--- config.mk ---
export PLATFORM = sky130hd
export DESIGN_NAME = aud_recorder
export DESIGN_NICKNAME = d
export VERILOG_FILES = /design/src/rtl/aud_pkg.sv /design/src/rtl/aud_sync_edge.sv /design/src/rtl/aud_recorder.sv
export SDC_FILE = /design/constraint.sdc
export NUM_CORES = 1
export LEC_CHECK = 0
export ABC_AREA = 1
export BUFFER_PORTS_ARGS = -buffer_cell sky130_fd_sc_hd__buf_2
export CORE_ASPECT_RATIO = 0.8
export CORE_MARGIN = 2
export CORE_UTILIZATION = 50
export CTS_BUF_LIST = sky130_fd_sc_hd__clkbuf_16
export CTS_CLUSTER_SIZE = 20
export DETAILED_ROUTE_END_ITERATION = 12
export MAX_ROUTING_LAYER = met4
export PLACE_DENSITY = 0.79
export SYNTH_ARGS = -nofsm -noshare
export SYNTH_HDL_FRONTEND = slang
export SYNTH_HIERARCHICAL = 1
export SYNTH_SLANG_ARGS = --single-unit
--- constraint.sdc ---
create_clock -name i_clk -period 1.9 [get_ports i_clk]
set_clock_uncertainty 0.2 [all_clocks]
set_input_delay 0.095 -clock i_clk [delete_from_list [all_inputs] [get_ports i_clk]]
set_output_delay 0.095 -clock i_clk [all_outputs]
set_load 0.02 [all_outputs]
--- src/rtl/aud_pkg.sv ---
// rtl/aud_pkg.sv - shared types and widths for the audio capture path
// Purpose: recorder state encoding and default data/address widths.
// Ports: none (package).
package aud_pkg;

    localparam int AUD_DATA_W = 16;
    localparam int AUD_ADDR_W = 20;

    typedef enum logic [2:0] {
        IDLE,
        WAIT_L,
        SKIP,
        SHIFT,
        WRITE,
        PAUSE
    } rec_state_t;

endpackage

--- src/rtl/aud_sync_edge.sv ---
// rtl/aud_sync_edge.sv - two-flop synchroniser with rise/fall pulses
// Purpose: brings an asynchronous codec line into the i_clk domain and flags its edges.
// Ports:
//   i_clk    system clock
//   i_rst_n  asynchronous reset, active-high
//   din      asynchronous input
//   sync     synchronised level
//   rise     1-cycle pulse on synchronised 0->1
//   fall     1-cycle pulse on synchronised 1->0
module aud_sync_edge (
    input  logic i_clk,
    input  logic i_rst_n,
    input  logic din,
    output logic sync,
    output logic rise,
    output logic fall
);

    logic meta;
    logic sync_q;
    logic prev;

    always_ff @(posedge i_clk or posedge i_rst_n) begin
        if (i_rst_n) begin
            meta   <= 1'b0;
            sync_q <= 1'b0;
            prev   <= 1'b0;
        end else begin
            meta   <= din;
            sync_q <= meta;
            prev   <= sync_q;
        end
    end

    assign sync = sync_q;
    assign rise = sync_q & ~prev;
    assign fall = ~sync_q & prev;

endmodule

--- src/rtl/aud_recorder.sv ---
// rtl/aud_recorder.sv - I2S left-channel capture into SRAM
// Purpose: deserialises left-channel samples from the ADC and writes one per
//   LRCK frame to consecutive SRAM addresses; reports the last written address.
// Optional macro AUD_REC_PEAK_EN adds o_peak (max |sample| since start from IDLE).
// Ports:
//   i_clk, i_rst_n        system clock; asynchronous active-high reset
//   i_start/i_pause/i_stop 1-cycle control pulses (stop > pause > start)
//   i_bclk, i_lrck, i_adcdat  asynchronous codec I2S lines
//   o_sram_addr/o_sram_data/o_sram_we  SRAM write port
//   o_busy                not IDLE
//   o_full                sticky, set when ADDR_MAX is written
//   o_end_addr            address of the last sample written
//   o_peak                (AUD_REC_PEAK_EN only) peak magnitude
module aud_recorder
    import aud_pkg::*;
#(
    parameter int                 DATA_W   = AUD_DATA_W,
    parameter int                 ADDR_W   = AUD_ADDR_W,
    parameter logic [ADDR_W-1:0]  ADDR_MAX = {ADDR_W{1'b1}}
) (
    input  logic              i_clk,
    input  logic              i_rst_n,
    input  logic              i_start,
    input  logic              i_pause,
    input  logic              i_stop,
    input  logic              i_bclk,
    input  logic              i_lrck,
    input  logic              i_adcdat,
    output logic [ADDR_W-1:0] o_sram_addr,
    output logic [DATA_W-1:0] o_sram_data,
    output logic              o_sram_we,
    output logic              o_busy,
    output logic              o_full,
    output logic [ADDR_W-1:0] o_end_addr
`ifdef AUD_REC_PEAK_EN
    ,
    output logic [DATA_W-2:0] o_peak
`endif
);

    localparam int CNT_W = $clog2(DATA_W);
    localparam logic [CNT_W-1:0] CNT_LAST = CNT_W'(DATA_W - 1);

    rec_state_t state;
    rec_state_t state_nx;

    logic              bclk_sync;
    logic              bclk_rise;
    logic              bclk_fall;
    logic              lrck_sync;
    logic              lrck_rise;
    logic              frame_start;
    logic              adc_meta;
    logic              adc_sync;
    logic [DATA_W-1:0] shreg;
    logic [CNT_W-1:0]  cnt;
    logic [ADDR_W-1:0] addr;
    logic              pause_pending;
    logic              unused_sig;

    aud_sync_edge u_bclk (
        .i_clk   (i_clk),
        .i_rst_n (i_rst_n),
        .din     (i_bclk),
        .sync    (bclk_sync),
        .rise    (bclk_rise),
        .fall    (bclk_fall)
    );

    aud_sync_edge u_lrck (
        .i_clk   (i_clk),
        .i_rst_n (i_rst_n),
        .din     (i_lrck),
        .sync    (lrck_sync),
        .rise    (lrck_rise),
        .fall    (frame_start)
    );

    assign unused_sig = ^{bclk_sync, bclk_fall, lrck_sync, lrck_rise};

    // Same two-stage depth as BCLK, so the data bit lines up with bclk_rise.
    always_ff @(posedge i_clk or posedge i_rst_n) begin
        if (i_rst_n) begin
            adc_meta <= 1'b0;
            adc_sync <= 1'b0;
        end else begin
            adc_meta <= i_adcdat;
            adc_sync <= adc_meta;
        end
    end

    always_ff @(posedge i_clk or posedge i_rst_n) begin
        if (i_rst_n) state <= IDLE;
        else         state <= state_nx;
    end

    always_comb begin
        state_nx  = state;
        o_sram_we = 1'b0;
        if (i_stop) begin
            state_nx = IDLE;
        end else begin
            case (state)
                IDLE:   if (i_start) state_nx = WAIT_L;
                WAIT_L: begin
                    if (i_pause)          state_nx = PAUSE;
                    else if (frame_start) state_nx = SKIP;
                end
                // First BCLK after the LRCK fall is the I2S delay slot.
                SKIP:   if (bclk_rise) state_nx = SHIFT;
                SHIFT: begin
                    if (frame_start)                         state_nx = SKIP;
                    else if (bclk_rise && (cnt == CNT_LAST)) state_nx = WRITE;
                end
                WRITE: begin
                    o_sram_we = 1'b1;
                    if (addr == ADDR_MAX)              state_nx = IDLE;
                    else if (pause_pending || i_pause) state_nx = PAUSE;
                    else                               state_nx = WAIT_L;
                end
                PAUSE:  if (i_start && !i_pause) state_nx = WAIT_L;
                default: state_nx = IDLE;
            endcase
        end
    end

`ifdef AUD_REC_PEAK_EN
    logic [DATA_W-1:0] neg;
    logic [DATA_W-2:0] mag;

    assign neg = ~shreg + DATA_W'(1);

    // The most negative code has no positive twin; clamp it to all ones.
    always_comb begin
        mag = shreg[DATA_W-2:0];
        if (shreg[DATA_W-1]) begin
            if (shreg[DATA_W-2:0] == '0) mag = '1;
            else                         mag = neg[DATA_W-2:0];
        end
    end
`endif

    always_ff @(posedge i_clk or posedge i_rst_n) begin
        if (i_rst_n) begin
            shreg         <= '0;
            cnt           <= '0;
            addr          <= '0;
            o_end_addr    <= '0;
            o_full        <= 1'b0;
            pause_pending <= 1'b0;
`ifdef AUD_REC_PEAK_EN
            o_peak        <= '0;
`endif
        end else if (i_stop) begin
            shreg         <= '0;
            cnt           <= '0;
            pause_pending <= 1'b0;
        end else begin
            case (state)
                IDLE: begin
                    if (i_start) begin
                        addr          <= '0;
                        cnt           <= '0;
                        o_full        <= 1'b0;
                        pause_pending <= 1'b0;
`ifdef AUD_REC_PEAK_EN
                        o_peak        <= '0;
`endif
                    end
                end
                WAIT_L: cnt <= '0;
                SKIP: begin
                    cnt <= '0;
                    if (i_pause) pause_pending <= 1'b1;
                end
                SHIFT: begin
                    if (i_pause) pause_pending <= 1'b1;
                    if (frame_start) begin
                        shreg <= '0;
                        cnt   <= '0;
                    end else if (bclk_rise) begin
                        shreg <= {shreg[DATA_W-2:0], adc_sync};
                        cnt   <= (cnt == CNT_LAST) ? '0 : cnt + CNT_W'(1);
                    end
                end
                WRITE: begin
                    o_end_addr    <= addr;
                    pause_pending <= 1'b0;
                    if (addr == ADDR_MAX) o_full <= 1'b1;
                    else                  addr   <= addr + ADDR_W'(1);
`ifdef AUD_REC_PEAK_EN
                    if (mag > o_peak) o_peak <= mag;
`endif
                end
                default: ;
            endcase
        end
    end

    assign o_sram_addr = addr;
    assign o_sram_data = shreg;
    assign o_busy      = (state != IDLE);

endmodule
==> out/metrics.yaml <==
floorplan:
  start_util_pct: 51.6
  die_area_mm2: 0.00780
  die_h_um: 79.4
  rows: 27
  pin_count: 67
  die_x_um: 98.3
  coreArea_mm2: 0.00689
route:
  first_iter_violations: 228
  drc: 0
  vias: 3372
  routedWlPerCell_um: 14.1
  avgViaCountPerCell: 5.25
  routed_wl_um: 9040
  final_antenna_net_count: 0
  dr.pass1.iters: 7
critical_path:
  crit_required_ns: 1.60
  reg2reg_from: "state[1]"
  rr_worst_depth: 7
  reg2reg_slack_ns: 0.09
  path_cells: "nor2_4 > nand2_2 > nor2_4 > buf_4 > buf_2"
  cp.arrival_ns: 1.54
  critPathTopFamily: "simple AND/OR/NAND/NOR gates"
  crit_type: "reg2out"
  critPathLaunch: "state[1]"
  cp_slowest_cell: "dfrtp_1"
  crit_path_end_kind: "output port"
  crit_top_cell: "nor2_4"
  r2r_end: "cnt[2]"
  crit_path_start_kind: "register"
  crit_fanout: 6
  crit_buf_inv: 2
  slowest_delay_ns: 0.44
grt:
  grt_max_degree: 36
  grt_overflow: 0
  grtUsageTotal_pct: 25.3
  grt_pass1_wl_um: 15000
  grt_pass1_vias: 3114
  antenna_found_initial: 0
place:
  port_buffers: 66
  pre_cts_slack_ns: -0.00324
  dp_hpwl_um: 6590
  place_area_mm2: 0.00420
  routabilityCongestion: 1.00
hold_path:
  hold_path.class: "in2async"
logic_synthesis:
  synth_area_mm2: 0.00355
  synth_cells: 448
  syn_avg_cell_area_um2: 7.93
  synth_nets: 458
  synth_warnings: 6
sta:
  fmax_mhz: 545
  worst_slew_margin_rel_pct: 66.1
  layout_setup_ws_ns: 0.0639
  rsz0062_at_grt: "yes"
  drv_slew: 0
  hold_viol: 0
  tightestPinTransition_ns: 0.508
  finalCritPeriodShare_pct: 96.6
  setup_tns_ns: 0
  finalSetupViolCount: 0
  fin_crit_ns: 1.84
clock_tree:
  clock_latency_ns: 0.34
  max-clock-path-buffers: 2
  cts_max_level: 3
  cts_root_buf: "clkbuf_16"
  cts_made_buffers: 9
  cts.sinks: 73
  cts_tree: "built"
  path_clk_slew_ns: 0.06
final_layout:
  fin_area_mm2: 0.00459
  drive_gt1_share_pct: 25.8
  fin_util_pct: 66.7
  area_growth_pct: 29.3
  antennaDiodeCount: 0
  nFillCells: 567
  nNetsFinal: 560
power:
  max-vdd-ir-drop_mv: 0.630
  total_power_mw: 4.82
  cellPowerDensity_mw_per_mm2: 1050
  leakage_nw: 2.31
run:
  cap_violations: 0
run_status:
  status: "completed"
worst reg2reg max path, stage by stage (launching register included):
cell,delay [ns]
dfrtp_1,0.44
inv_1,0.11
nor2_2,0.20
nand2_1,0.17
o211ai_1,0.28
buf_4,0.19
a21oi_1,0.04
a21oi_1,0.12
layer usage:
metal	track usage, %	vias to the layer above	routed length [um]
met5	-	-	0
met4	6.16	0	133
met3	6.39	27	543
met2	37.0	131	4010
met1	35.8	1578	4350
li1	-	1636	-
report_power, final:
| part | switching [mW] | total, mW | internal, mW |
|---|---|---|---|
| clock | 0.691 | 1.72 | 1.03 |
| combinational | 0.849 | 1.24 | 0.396 |
| sequential | 0.124 | 1.85 | 1.73 |
layout by cell type (no fill, tap or decap), drive strengths merged, types with 2 or more instances in the layout:
master         n
nor2          47
clkinvlp       3
a21oi          4
xor2           8
o21ai         55
buf           97
dfrtp         73
clkbuf         9
nand3         22
ha             2
dlygate4sd3    6
inv           41
nand4          7
nor3           5
nand2        166
state kept, by name (all words and copies together) (netlist names):
register       cells
o_sram_addr       20
o_full             1
u_bclk/meta        1
adc_sync           1
u_lrck/meta        1
adc_meta           1
u_lrck/prev        1
pause_pending      1
o_end_addr        20
cnt                4
u_bclk/sync        1
u_bclk/prev        1
u_lrck/sync        1
state              3
o_sram_data       16
worst max-delay path by stage:
stage	end	slack, ns	depth (start not counted)
after floorplan	o_sram_addr[15]	0.01	9
after global placement	o_sram_addr[8]	0.10	10
after detailed placement	cnt[0]	-0.003	7
after CTS	o_sram_we	0.004	5
after global routing	o_sram_addr[3]	-0.06	10
final	o_sram_we	0.06	5
what timing repair did:
action                     CTS  global route
setup endpoints to repair    2            18
pin swaps                    1             0
hold endpoints to repair    56             0
resized for setup            1             6
setup buffers                1             0
hold buffers                 6             0
layout make-up:
cell class / count / area [um^2] / share of cell area, %
clock buffer: 9 / 225 / 4.90
clock inverter: 7 / 76.3 / 1.66
inverter: 39 / 150 / 3.27
multi-input combinational: 324 / 1560 / 33.9
sequential: 73 / 1830 / 39.8
tap: 87 / 109 / 2.37
timing repair buffer: 103 / 648 / 14.1
stage by stage:
step | hold slack, ns | instances
4_1_cts | 0.00363 | 642
2_1_floorplan | -0.351 | 448
3_3_place_gp | -0.201 | 619
3_5_place_dp | -0.191 | 619
6_report | 0.00247 | 642
5_1_grt | 0.0220 | 642
(Power assumes the default switching activity.)
